**config.mk**
```make
export PLATFORM = sky130hd
export DESIGN_NAME = tile_glyph_renderer
export DESIGN_NICKNAME = d
export VERILOG_FILES = /design/src/rtl/tile_gfx_pkg.sv /design/src/rtl/tile_glyph_renderer_font_rom.sv /design/src/rtl/tile_glyph_renderer.sv
export SDC_FILE = /design/constraint.sdc
export NUM_CORES = 1
export LEC_CHECK = 0
export ABC_AREA = 1
export CAP_MARGIN = 20
export CORE_MARGIN = 2
export CORE_UTILIZATION = 30
export CTS_CLUSTER_SIZE = 10
export DETAILED_ROUTE_END_ITERATION = 12
export HOLD_SLACK_MARGIN = 0.15
export RECOVER_POWER = 50
export SYNTH_ARGS = -nofsm -noshare
export SYNTH_HDL_FRONTEND = slang
export SYNTH_HIERARCHICAL = 1
export SYNTH_SLANG_ARGS = --single-unit
```
**constraint.sdc**
```tcl
create_clock -name clk -period 6 [get_ports clk]
set_clock_uncertainty 0.05 [all_clocks]
set_input_delay 0.6 -clock clk [delete_from_list [all_inputs] [get_ports clk]]
set_output_delay 0.6 -clock clk [all_outputs]
set_load 0.02 [all_outputs]
```
**src/rtl/tile_gfx_pkg.sv**
```systemverilog
`default_nettype none
// ============================================================================
// Module   : tile_gfx_pkg
// Brief    : Shared tile colour tables, decimal digit table and digit count.
// Revision : 1.0
// ============================================================================
package tile_gfx_pkg;

    typedef logic [11:0] rgb444_t;

    localparam logic [3:0] c_GLYPH_BLANK = 4'hF;
    localparam rgb444_t    c_FONT_DARK   = 12'h766;
    localparam rgb444_t    c_FONT_LIGHT  = 12'hFFF;

    function automatic rgb444_t bg_color(input logic [3:0] st);
        case (st)
            4'd0:    return 12'h000;
            4'd1:    return 12'hEED;
            4'd2:    return 12'hEEC;
            4'd3:    return 12'hFB7;
            4'd4:    return 12'hF96;
            4'd5:    return 12'hF75;
            4'd6:    return 12'hF53;
            4'd7:    return 12'hED7;
            4'd8:    return 12'hEC6;
            4'd9:    return 12'hEC5;
            4'd10:   return 12'hEC3;
            4'd11:   return 12'hEC2;
            4'd12:   return 12'hEC1;
            default: return 12'h333;
        endcase
    endfunction

    function automatic rgb444_t font_color(input logic [3:0] st);
        return (st == 4'd1 || st == 4'd2) ? c_FONT_DARK : c_FONT_LIGHT;
    endfunction

    function automatic logic [2:0] digit_count(input logic [3:0] st);
        if (st >= 4'd1 && st <= 4'd3)       return 3'd1;
        else if (st >= 4'd4 && st <= 4'd6)  return 3'd2;
        else if (st >= 4'd7 && st <= 4'd9)  return 3'd3;
        else if (st >= 4'd10 && st <= 4'd12) return 3'd4;
        else                                return 3'd0;
    endfunction

    // Decimal digits of 2^st, leftmost digit in the top nibble, blank-padded.
    function automatic logic [15:0] state_digits(input logic [3:0] st);
        case (st)
            4'd1:    return 16'h2FFF;
            4'd2:    return 16'h4FFF;
            4'd3:    return 16'h8FFF;
            4'd4:    return 16'h16FF;
            4'd5:    return 16'h32FF;
            4'd6:    return 16'h64FF;
            4'd7:    return 16'h128F;
            4'd8:    return 16'h256F;
            4'd9:    return 16'h512F;
            4'd10:   return 16'h1024;
            4'd11:   return 16'h2048;
            4'd12:   return 16'h4096;
            default: return 16'hFFFF;
        endcase
    endfunction

    function automatic logic [3:0] state_glyph(input logic [3:0] st, input logic [1:0] idx);
        logic [15:0] d;
        d = state_digits(st);
        case (idx)
            2'd0:    return d[15:12];
            2'd1:    return d[11:8];
            2'd2:    return d[7:4];
            default: return d[3:0];
        endcase
    endfunction

endpackage
`default_nettype wire

```
**src/rtl/tile_glyph_renderer_font_rom.sv**
```systemverilog
`default_nettype none
// ============================================================================
// Module   : font_rom
// Brief    : Seven-segment style digit font, one registered row per read.
// Revision : 1.0
// ============================================================================
module font_rom #(
    parameter int GLYPH_W = 16,
    parameter int GLYPH_H = 46,
    parameter int ROW_W   = (GLYPH_H > 1) ? $clog2(GLYPH_H) : 1
) (
    input  logic               clk,
    input  logic               rst,
    input  logic [3:0]         digit,
    input  logic [ROW_W-1:0]   row,
    output logic [GLYPH_W-1:0] bits
);

    localparam int c_T   = (GLYPH_W >= 8) ? GLYPH_W / 4 : 1;
    localparam int c_MID = GLYPH_H / 2;

    // Segment order {a,b,c,d,e,f,g}; anything outside 0-9 draws nothing.
    function automatic logic [6:0] segs(input logic [3:0] d);
        case (d)
            4'd0:    return 7'b1111110;
            4'd1:    return 7'b0110000;
            4'd2:    return 7'b1101101;
            4'd3:    return 7'b1111001;
            4'd4:    return 7'b0110011;
            4'd5:    return 7'b1011011;
            4'd6:    return 7'b1011111;
            4'd7:    return 7'b1110000;
            4'd8:    return 7'b1111111;
            4'd9:    return 7'b1111011;
            default: return 7'b0000000;
        endcase
    endfunction

    int                 w_r;
    logic [6:0]         w_seg;
    logic               w_top, w_mid, w_bot, w_up, w_lo;
    logic [GLYPH_W-1:0] w_bits;
    logic [GLYPH_W-1:0] r_bits;

    assign w_r   = int'(row);
    assign w_seg = segs(digit);
    assign w_top = (w_r >= 1) && (w_r < 1 + c_T);
    assign w_mid = (w_r >= c_MID - c_T / 2) && (w_r < c_MID + c_T / 2);
    assign w_bot = (w_r >= GLYPH_H - 1 - c_T) && (w_r < GLYPH_H - 1);
    assign w_up  = (w_r >= 1) && (w_r < c_MID);
    assign w_lo  = (w_r >= c_MID) && (w_r < GLYPH_H - 1);

    always_comb begin
        w_bits = '0;
        for (int c = 0; c < GLYPH_W; c++) begin
            w_bits[GLYPH_W-1-c] =
                ((c >= 1) && (c < GLYPH_W - 1) &&
                    ((w_seg[6] && w_top) || (w_seg[3] && w_bot) || (w_seg[0] && w_mid))) ||
                ((c >= GLYPH_W - 1 - c_T) && (c < GLYPH_W - 1) &&
                    ((w_seg[5] && w_up) || (w_seg[4] && w_lo))) ||
                ((c >= 1) && (c < 1 + c_T) &&
                    ((w_seg[1] && w_up) || (w_seg[2] && w_lo)));
        end
    end

    always_ff @(posedge clk) begin
        if (rst) r_bits <= '0;
        else     r_bits <= w_bits;
    end

    assign bits = r_bits;

endmodule
`default_nettype wire

```
**src/rtl/tile_glyph_renderer.sv**
```systemverilog
`default_nettype none
// ============================================================================
// Module   : tile_glyph_renderer
// Brief    : Renders one game tile (background + centred decimal value) into
//            an RGB444 pixel stream with a 3-clock pipeline and pop highlight.
// Revision : 1.0
// ============================================================================
module tile_glyph_renderer
    import tile_gfx_pkg::*;
#(
    parameter int          TILE_X0    = 0,
    parameter int          TILE_Y0    = 0,
    parameter int          TILE_SIZE  = 128,
    parameter int          GLYPH_W    = 16,
    parameter int          GLYPH_H    = 46,
    parameter int          MAX_DIGITS = 4,
    parameter int          POP_FRAMES = 8,
    parameter logic [11:0] POP_COLOR  = 12'hFFE
) (
    input  logic        clk,
    input  logic        rst,
    input  logic        frame_start,
    input  logic [3:0]  state,
    input  logic [11:0] h_cnt,
    input  logic [11:0] v_cnt,
    output logic [11:0] vga_data,
    output logic        in_tile
);

    localparam int c_COL_W   = (GLYPH_W > 1) ? $clog2(GLYPH_W) : 1;
    localparam int c_ROW_W   = (GLYPH_H > 1) ? $clog2(GLYPH_H) : 1;
    localparam int c_POP_W   = (POP_FRAMES > 0) ? $clog2(POP_FRAMES + 1) : 1;
    localparam int c_TEXT_Y0 = (TILE_SIZE - GLYPH_H) / 2;
    localparam logic [c_POP_W-1:0] c_POP_LOAD = c_POP_W'(POP_FRAMES);

    // Frame-stable display state and pop countdown
    logic [3:0]         r_disp_state;
    logic [c_POP_W-1:0] r_pop_cnt;

    always_ff @(posedge clk) begin
        if (rst) begin
            r_disp_state <= '0;
            r_pop_cnt    <= '0;
        end else if (frame_start) begin
            r_disp_state <= state;
            if (state == 4'd0)
                r_pop_cnt <= '0;
            else if (state != r_disp_state)
                r_pop_cnt <= c_POP_LOAD;
            else if (r_pop_cnt != '0)
                r_pop_cnt <= r_pop_cnt - 1'b1;
        end
    end

    // Stage 1: coordinate decode (13-bit math keeps tile bounds from wrapping)
    logic [12:0]        w_hx, w_ly, w_text_w, w_text_x0, w_tx, w_ty;
    logic [2:0]         w_n_raw, w_n;
    logic               w_in_tile, w_in_text;
    logic [1:0]         w_dig_idx;
    logic [c_COL_W-1:0] w_col;
    logic [3:0]         w_glyph;
    rgb444_t            w_bg;

    assign w_hx      = {1'b0, h_cnt} - 13'(TILE_X0);
    assign w_ly      = {1'b0, v_cnt} - 13'(TILE_Y0);
    assign w_in_tile = ({1'b0, h_cnt} >= 13'(TILE_X0)) && ({1'b0, h_cnt} < 13'(TILE_X0 + TILE_SIZE)) &&
                       ({1'b0, v_cnt} >= 13'(TILE_Y0)) && ({1'b0, v_cnt} < 13'(TILE_Y0 + TILE_SIZE));
    assign w_n_raw   = digit_count(r_disp_state);
    assign w_n       = (int'(w_n_raw) > MAX_DIGITS) ? 3'(MAX_DIGITS) : w_n_raw;
    assign w_text_w  = 13'(w_n) * 13'(GLYPH_W);
    assign w_text_x0 = (13'(TILE_SIZE) - w_text_w) >> 1;
    assign w_tx      = w_hx - w_text_x0;
    assign w_ty      = w_ly - 13'(c_TEXT_Y0);
    assign w_in_text = w_in_tile &&
                       (w_hx >= w_text_x0) && (w_hx < w_text_x0 + w_text_w) &&
                       (w_ly >= 13'(c_TEXT_Y0)) && (w_ly < 13'(c_TEXT_Y0 + GLYPH_H));

    generate
        if ((GLYPH_W & (GLYPH_W - 1)) == 0) begin : g_pow2_cell
            assign w_dig_idx = 2'(w_tx >> c_COL_W);
            assign w_col     = c_COL_W'(w_tx);
        end else begin : g_div_cell
            assign w_dig_idx = 2'(w_tx / 13'(GLYPH_W));
            assign w_col     = c_COL_W'(w_tx % 13'(GLYPH_W));
        end
    endgenerate

    assign w_glyph = w_in_text ? state_glyph(r_disp_state, w_dig_idx) : c_GLYPH_BLANK;
    assign w_bg    = (r_pop_cnt != '0) ? POP_COLOR : bg_color(r_disp_state);

    logic               r1_in_tile;
    logic [3:0]         r1_glyph;
    logic [c_ROW_W-1:0] r1_row;
    logic [c_COL_W-1:0] r1_col;
    rgb444_t            r1_bg, r1_fg;

    always_ff @(posedge clk) begin
        if (rst) begin
            r1_in_tile <= 1'b0;
            r1_glyph   <= c_GLYPH_BLANK;
            r1_row     <= '0;
            r1_col     <= '0;
            r1_bg      <= '0;
            r1_fg      <= '0;
        end else begin
            r1_in_tile <= w_in_tile;
            r1_glyph   <= w_glyph;
            r1_row     <= w_in_text ? c_ROW_W'(w_ty) : '0;
            r1_col     <= w_col;
            r1_bg      <= w_bg;
            r1_fg      <= font_color(r_disp_state);
        end
    end

    // Stage 2: glyph row fetch, side-band fields delayed alongside
    logic [GLYPH_W-1:0] w_rom_bits;

    font_rom #(
        .GLYPH_W (GLYPH_W),
        .GLYPH_H (GLYPH_H),
        .ROW_W   (c_ROW_W)
    ) u_font_rom (
        .clk   (clk),
        .rst   (rst),
        .digit (r1_glyph),
        .row   (r1_row),
        .bits  (w_rom_bits)
    );

    logic               r2_in_tile;
    logic [c_COL_W-1:0] r2_col;
    rgb444_t            r2_bg, r2_fg;

    always_ff @(posedge clk) begin
        if (rst) begin
            r2_in_tile <= 1'b0;
            r2_col     <= '0;
            r2_bg      <= '0;
            r2_fg      <= '0;
        end else begin
            r2_in_tile <= r1_in_tile;
            r2_col     <= r1_col;
            r2_bg      <= r1_bg;
            r2_fg      <= r1_fg;
        end
    end

    // Stage 3: colour mux
    logic    w_lit;
    rgb444_t r_vga_data;
    logic    r_in_tile;

    assign w_lit = w_rom_bits[c_COL_W'(GLYPH_W - 1) - r2_col];

    always_ff @(posedge clk) begin
        if (rst) begin
            r_vga_data <= '0;
            r_in_tile  <= 1'b0;
        end else begin
            r_in_tile  <= r2_in_tile;
            r_vga_data <= !r2_in_tile ? 12'h000 : (w_lit ? r2_fg : r2_bg);
        end
    end

    assign vga_data = r_vga_data;
    assign in_tile  = r_in_tile;

endmodule
`default_nettype wire

```
After elaboration in Yosys (flattened, before gate mapping)

Memories as Yosys holds them, arrays and structs flattened. A register that Yosys moved wholly into a read port is not among the register bits.
Cells that the tools add are included.

Eq/ne operators: 5
Reduce and logical (&&, ||, !) cells: 36
Muxes and demuxes: 19
Order comparisons: 24
Bitwise gates (word level): 2
Add/sub/neg operators: 6

Operators with widths:

| cell                | count |
|---|---|
| $mux 12             | 3 |
| $mux 4              | 8 |
| $lt 12x8->1 const B | 2 |
| $logic_and 1x1->1   | 21 |
| $mux 3              | 5 |
| $add 12x7->13       | 1 |
| $lt 12x13->1        | 1 |
| $ge 12x12->1        | 1 |
| $ge 12x6->1 const B | 1 |
| $ge 6x5->1 const B  | 2 |
| $lt 12x7->1 const B | 1 |
| $lt 6x5->1 const B  | 2 |
| $pmux 4 s3          | 1 |
| $sub 8x7->9 const A | 1 |
| $ge 4x3->1 const B  | 2 |
| $le 4x4->1 const B  | 2 |
| $logic_or 1x1->1    | 7 |
| $ge 6x1->1 const B  | 1 |
| $ge 6x6->1 const B  | 1 |
| $lt 6x3->1 const B  | 1 |
| $lt 6x6->1 const B  | 1 |
| $reduce_or 2->1     | 3 |
| $sub 6x6->6         | 1 |
| $sub 6x6->6 const B | 1 |
| other kinds (21)    | 22 |

Bits of input ports: 31
Memories: 3
Output and inout port bits: 13
Memory bits (read-only): 560
Register bits after elaboration: 98
Word-level logic and storage cells: 111

Memory list:

| name            | depth | width | read ports | clocked after memory_dff | write ports | RTL line                           | RTL |
|---|---|---|---|---|---|---|---|
| (no name shown) | 16    | 16    | 1          | 1                        | 0           | tile_gfx_pkg.sv:48                 | `case (st)` |
| (no name shown) | 16    | 12    | 1          | 1                        | 0           | tile_gfx_pkg.sv:16                 | `case (st)` |
| (no name shown) | 16    | 7     | 1          | 1                        | 0           | tile_glyph_renderer_font_rom.sv:24 | `case (d)` |

Logic depth before layout (Yosys ltp)

Word-level depth: 17
Gate-level depth with buffers: 19
Depth with buffers taken out: 19

Modules after synthesis

Netlist, hierarchy kept.

Modules (own cells, without submodules):

| module              | cells an instance | times used | area an instance (um2) | sequential area each (um2) |
|---|---|---|---|---|
| tile_glyph_renderer | 534               | 1          | 4093.9                 | 1881.8 |
| font_rom            | 107               | 1          | 599.3                  | 60.1 |

Worst setup path after synthesis

OpenSTA, ideal clock, no wires.

Path kind: register to register
Start: register r_disp_state[2]
End: register r1_row[2]
Clock period less this slack: 2341 ps
Stages on the path, launching flop included: 16
Data arrival time: 2175 ps
Data required time: 5834 ps
Library setup time: 116 ps
Slack: 3659 ps
Path buffers: 0
Cells stage by stage: dfxtp_1 inv_1 nor2_1 o22ai_1 nand2_1 inv_1 ha_1 xor2_1 nand2_1 nand2_1 o21ai_0 ha_1 a21boi_0 nor2_4 nand3_2 nor2_1

Cells in the longest elaborated chain, start to end: 16
Elaborated cells on any way between the ends: 28
Those cells by class: add/sub (2); order compare (11); mux (5); bitwise (1); reduce/logical (9)

Ends and longest elaborated chain:

| what                                                     | RTL line                                             | RTL |
|---|---|---|
| from (decl)                                              | tile_glyph_renderer.sv:37                            | `logic [3:0] r_disp_state;` |
| from (signal assigned)                                   | tile_glyph_renderer.sv:45                            | `r_disp_state <= state;` |
| $ge 4x4->1 / $le 4x4->1 (equally long branches)          | tile_gfx_pkg.sv:42                                   | `else if (st >= 4'd10 && st <= 4'd12) return 3'd4;` |
| $logic_and 1x1->1                                        | tile_gfx_pkg.sv:42                                   |  |
| $mux 3                                                   | tile_gfx_pkg.sv:42                                   |  |
| $mux 3                                                   | tile_gfx_pkg.sv:41                                   | `else if (st >= 4'd7 && st <= 4'd9) return 3'd3;` |
| $mux 3                                                   | tile_gfx_pkg.sv:40                                   | `else if (st >= 4'd4 && st <= 4'd6) return 3'd2;` |
| $mux 3 (*)                                               | tile_gfx_pkg.sv:39                                   | `if (st >= 4'd1 && st <= 4'd3) return 3'd1;` |
| $gt 3x3->1                                               | tile_glyph_renderer.sv:69                            | `assign w_n = (int'(w_n_raw) > MAX_DIGITS) ? 3'(MAX_DIGITS) : w_n_raw;` |
| $mux 3 (*)                                               | tile_glyph_renderer.sv:69                            |  |
| $sub 8x7->9                                              | tile_glyph_renderer.sv:71                            | `assign w_text_x0 = (13'(TILE_SIZE) - w_text_w) >> 1;` |
| $add 12x7->13 / $ge 12x12->1 (equally long branches)     | tile_glyph_renderer.sv:75                            | `(w_hx >= w_text_x0) && (w_hx < w_text_x0 + w_text_w) &&` |
| $lt 12x13->1 / $logic_and 1x1->1 (equally long branches) | tile_glyph_renderer.sv:75, tile_glyph_renderer.sv:74 |  |
| $logic_and 1x1->1 (*) (2 in series)                      | tile_glyph_renderer.sv:75                            |  |
| $logic_and 1x1->1 (*)                                    | tile_glyph_renderer.sv:76                            | `(w_ly >= 13'(c_TEXT_Y0)) && (w_ly < 13'(c_TEXT_Y0 + GLYPH_H));` |
| $not 1->1 (no source line) (*)                           | n/a                                                  |  |
| $reduce_or 2->1 (no source line) (*)                     | n/a                                                  |  |
| to (signal assigned)                                     | tile_glyph_renderer.sv:108                           | `r1_row <= w_in_text ? c_ROW_W'(w_ty) : '0;` |
| to (decl)                                                | tile_glyph_renderer.sv:93                            | `logic [c_ROW_W-1:0] r1_row;` |

Mark *: on every way between the ends. The rest lies on a longest branch, timed or not.
A chain may end at the register's enable or synchronous reset.

==> impl_metrics.yaml <==
pwr:
  p_total_uw: 1510
  combPwrFrac_pct: 15.7
  leakage_uw: 0.00270
  net-switching-power_uw: 436
  p_clk_share_pct: 37.9
  power.density_nw_per_um2: 273
  intPower_uw: 1070
  pwr-share-seq_pct: 46.5
  swShare_pct: 28.9
  ir_drop_mv: 0.149
floorplan:
  row_count: 45
  core_area_sq_um: 15300
  boundaryPins: 44
  initial_core_util_pct: 30.8
  die_w_microns: 129
  die_y_microns: 129
  die_area_sq_um: 16700
synthesis:
  synth_top_cells_by_count: "nand2_1 (125), inv_1 (108), dfxtp_1 (97), nor2_1 (75), nand3_1 (51)"
  synth_most_common_cell: "nand2_1"
  ys_ff_latch: 97
  yosysSeqAreaShare_pct: 41.4
  synth.avg_cell_area_sq_um: 7.32
  asyncSetResetFlopFracSynth_pct: 0
  synth-edff-count: 0
  netlist.area_leader.share_pct: 41.4
  synthFlopType: "dfxtp_1"
  syn_inst: 641
  synth.area.top_cells: "dfxtp_1 (41%), nand2_1 (10%), inv_1 (8.6%), ha_1 (7.5%), nor2_1 (6.0%)"
  yosysUniqueCellTypes: 35
  netlist_area_sq_um: 4690
  yosysTopAreaCell: "dfxtp_1"
  yosysWarnings: 6
final_layout:
  fin_nets: 731
  syn_to_final_growth_pct: 17.4
  fill_cells: 1590
  antennaDiodeCount: 0
  drive_gt1_share_pct: 6.21
clocking:
  cts_tree: "built"
  htreeDepth: 3
  cts_resized: 0
  hold_buffers: 0
  clk_latency_ps: 350
  cts_root_buf: "clkbuf_16"
  clk_pin_slew_ps: 80
  cts_sinks: 97
  cts_max_path_buffers: 2
  cts_buffers: 9
  post_cts_buffers: 0
place:
  io_buffers: 43
  place.gp.congestion: 0.829
  dp_slack_ps: 3000
  dp.final_hpwl_microns: 7030
timing:
  maxSlewViolCount: 0
  slew_headroom_pct: 8.67
  fmax_mhz: 261
  tightest_slew_ps: 1370
  fin_crit_sh_pct: 63.8
  fin_setup_tns_ps: 0
  rsz0062_at_grt: "no"
  worst_hold_slack_ps: 346
  finalHoldViolCount: 0
  setup_viol_count_final: 0
  setup_slack_ps: 2170
  finalWorstPathRequiredPeriod_ps: 3830
global_route:
  grt_util_all_layers_pct: 11.8
  antenna_found_initial: 0
  grt_max_degree: 31
  grt_pass1_vias: 3477
  grt.overflow.total: 0
  grt_pass1_wl_microns: 15600
setup_path:
  crit_required_ps: 6220
  crit_type: "input port to flop"
  reg2regPathDepth: 18
  timing.critical_path.fanout_max: 30
  endpoint_kind: "flop"
  cp-start-kind: "input port"
  arrival_ps: 4040
detailed_routing:
  dr.pass1.iters: 4
  vias: 3721
  drt-vias-per-instance: 4.20
  wirelength_microns: 9090
  drtIter0Drc: 250
  drt.antenna.violating_nets: 0
  drcViolationCount: 0
  wl_per_cell_microns: 10.2
hold_path:
  worstHoldPathType: "flop to flop"
  hold_depth: 2
run_status:
  outcome: "finished clean"
run:
  max-cap-violations: 0
worst max-delay path, cell delays in order:
cell	delay, ps
dlygate4sd3_1	520
clkbuf_1	990
inv_1	570
nand2_1	550
inv_2	200
ha_1	250
or2_1	250
o221ai_1	80
final timing paths:
| kind | startpoint | to | slack (ps) |
|---|---|---|---|
| worst min-delay path | r1_fg[10] | r2_fg[10] | 350 |
| worst max register to register | r_disp_state[2] | r1_glyph[3] | 3160 |
| worst min register to register | r1_fg[10] | r2_fg[10] | 350 |
| worst max-delay path | rst | flop | 2170 |
power groups by stage:
stage | clock network, uW | registers, uW | logic (uW)
finish | 571 | 700 | 236
global placement | 0 | 716 | 238
detailed placement | 0 | 715 | 238
global route | 613 | 705 | 275
CTS | 587 | 700 | 240
floorplan | 0 | 710 | 171
metal layers:
metal	share of wire (%)	track usage (%)
met2	47	19.8
met1	48	14.6
met3	3.6	3.34
met5	0	0
met4	1.5	4.16
area by class of cell:
class | instances | area [sq um] | area share (%)
Clock buffer | 9 | 225 | 4.09
Clock inverter | 7 | 81.3 | 1.48
Inverter | 119 | 449 | 8.15
Multi-Input combinational cell | 400 | 2110 | 38.4
Sequential cell | 97 | 1940 | 35.2
Tap cell | 211 | 264 | 4.79
Timing Repair Buffer | 44 | 434 | 7.88
stage by stage:
step           area, sq um  std cells  utilization (%)
2_1_floorplan         4700        642                -
3_3_place_gp          5220        871             34.2
3_5_place_dp          5220        871             34.2
4_1_cts               5520        887             36.2
5_1_grt               5510        887             36.1
6_report              5510        887             36.1
logic make-up (layout without fill, tap and decap cells):
group                    count (synthesis)  in the layout  share of synthesized area [%]
buffers and inverters                  145            179                           13.5
other                                    1              2                         0.0799
adder cells (fa/ha/maj)                 29             29                           7.89
XOR/XNOR                                10             10                           1.87
AND/OR/NAND/NOR                        284            284                           26.4
AO/OA/AOI/OAI                           75             75                           8.85
flip-flops                              97             97                           41.4
cell usage in the layout (no fill, tap or decap), types with 9 or more instances in the layout:
master / netlist / routed
dfxtp_1: 97 / 97
a21oi_1: 29 / 29
o21ai_0: 29 / 30
inv_2: 10 / 9
clkdlybuf4s50_1: 0 / 32
dlygate4sd3_1: 0 / 11
inv_1: 108 / 109
nand2_1: 125 / 128
nor2_1: 75 / 75
ha_1: 28 / 28
nand3_1: 51 / 51
clkbuf_16: 0 / 9
(Power assumes the default switching activity.)
==> variant (same flow settings) <==
Put one more register stage on the output `vga_data`, with the module's reset. The value now appears one clock later. The other outputs are not delayed to match.
--- a/src/rtl/tile_glyph_renderer.sv
+++ b/src/rtl/tile_glyph_renderer.sv
@@ -162,7 +162,13 @@
         end
     end
 
-    assign vga_data = r_vga_data;
+    always_ff @(posedge clk) begin
+        if (rst) begin
+            vga_data <= '0;
+        end else begin
+            vga_data <= r_vga_data;
+        end
+    end
     assign in_tile  = r_in_tile;
 
 endmodule
Function: changed (Yosys sat finds a counterexample within 10 cycles, from zero or initial values and one cycle with rst high).
==> variant against the original RTL <==
  * The flow now finishes with violations (capacitance limit, slew limit)
  * Sequential cell count up 12
  * Synthesized area increased by 6.3%
  * Sequential share of layout area rose by 2.2 points
  * Cell area increased by 5.6%
  * Total power rose by 6.7%
  * Cell count grew 5.3%
  * Setup slack improved by 0.28 ns
  * Wire length is 1.7% higher
==> variant: results (changes against the original RTL) <==
| Metric | Value |
|---|---|
| Status | `finished, violations left` |
| Failing checks | `capacitance limit, slew limit` |
| Ratio of cells with drive above 1 in the final layout | `4.622% (-1.6 points)` |
| Top post-synthesis cells by area | `dfxtp_1 (44%), inv_1 (9.4%), nand2_1 (9.3%)` |
| Peak supply drop | `161.5 uV (+8.2%)` |
| Max-slew violations | `17 (+17)` |
| Min-delay worst type | `flip-flop to flip-flop` |
| Vias/cell | `4.136 (-1.4%)` |
| Tot GR Track Use | `11.47% (-0.36 points)` |
| Inst Count DP | `919 (+5.5%)` |
| DRT iter0 DRCs | `249 (-0.40%)` |
| WL/cell | `9.898 um (-3.4%)` |
| Crit-path max FO | `16 (-47%)` |
| Max cap viols | `1 (+1)` |
| Vias in the first global route | `3766 (+8.3%)` |
| Post-synthesis average cell area | `7.327 um^2 (about the same)` |
| Clock power frac | `36.5% (-1.4 points)` |
| Largest net degree at the start of global routing | `43 (+39%)` |
| Flop pwr share | `48.6% (+2.1 points)` |
| Slew @ Worst Pin | `1.624 ns (+0.2536 ns)` |
| Total setup buffers inserted after CTS | `0 (unchanged)` |
| Worst Reg2Reg Path Length in Cells | `15 (-3)` |
| Gpl congestion | `0.8046 (-3.0%)` |
| Register area share after synthesis | `43.73% (+2.4 points)` |
| Max H-tree Level | `3 (unchanged)` |
| First-pass GRT wire length | `16590 um (+6.1%)` |
| IO buf count | `43 (unchanged)` |
| Worst Path Arrival | `3.75 ns (-0.29 ns)` |
| Psw | `0.4249 mW (-2.5%)` |
| Skew-Pair Late Insertion Delay | `0.34 ns` |
| Dpl hpwl | `7035 um (+0.12%)` |
| Via count | `3863 (+3.8%)` |
| Net Sw Frac | `26.43% (-2.5 points)` |
| Async SR Flop Fraction | `0% (unchanged)` |
| Pleak | `2.835 nW (+5.1%)` |
| Most instantiated cells after synthesis | `inv_1 (125), nand2_1 (123), dfxtp_1 (109)` |
| Pre-CTS WS | `2.561 ns (-0.4419 ns)` |
| Initial antenna violation count | `0 (unchanged)` |
| Pwr top | `registers` |
| First-pass DRT Iterations | `4 (unchanged)` |
| CTS Buf Count | `9 (unchanged)` |
| Final #Nets | `770 (+5.3%)` |
| Hold path cells | `2 (unchanged)` |
| Fillcell total | `1752 (+10%)` |
| Placed instance area | `0.005542 mm^2 (+6.3%)` |
variant: cell types whose count changed in the layout (fill, tap and decap cells not counted), moves of 4 or more:
cell / before / now
clkdlybuf4s50_1: 32 / 28
nor2_1: 75 / 98
dlygate4sd3_1: 11 / 15
dfxtp_1: 97 / 109
nand3_1: 51 / 55
nor3_1: 8 / 4
inv_1: 109 / 126
variant: final cells by class:
type                       count  area (um^2)  area share, %
tap                          220        275.3          4.729
sequential                   109         2182          37.49
timing repair buffer          44        437.9          7.524
clock buffer                   9        225.2          3.869
multi-input combinational    413         2131          36.61
clock inverter                 6        70.07          1.204
inverter                     133        499.2          8.577
variant: cells by family (layout without fill, tap and decap cells):
group / after synthesis / count (layout) / synth area share [%]
AND/OR/NAND/NOR: 297 / 297 / 24.92
buffers and inverters: 160 / 192 / 13.31
flip-flops: 109 / 109 / 43.73
AO/OA/AOI/OAI: 74 / 74 / 8.601
adder cells (fa/ha/maj): 29 / 29 / 7.422
XOR/XNOR: 11 / 11 / 1.931
other: 1 / 2 / 0.07515
variant: final timing paths:
kind | startpoint | endpoint | slack, ns
max | frame_start | flip-flop | 2.45
min | r1_bg[2] | r2_bg[2] | 0.35
max reg2reg | r_disp_state[2] | r1_row[5] | 3.15
min reg2reg | r1_bg[2] | r2_bg[2] | 0.35
variant: critical path, stage by stage:
cell and delay (ns):
clkdlybuf4s50_1 0.60, inv_2 0.11, o21ai_0 1.25, inv_1 0.44, ha_1 0.35, or2_2 0.31
o221ai_1 0.08
variant: routing by layer:
metal	wire length, um	track usage, %	vias up	part of all wire, %
li1	-	-	2131	-
met1	4549	14.38	1682	49
met2	4311	19.11	43	47
met3	248	2.874	7	2.7
met4	135	4.182	0	1.5
met5	0	0	-	0
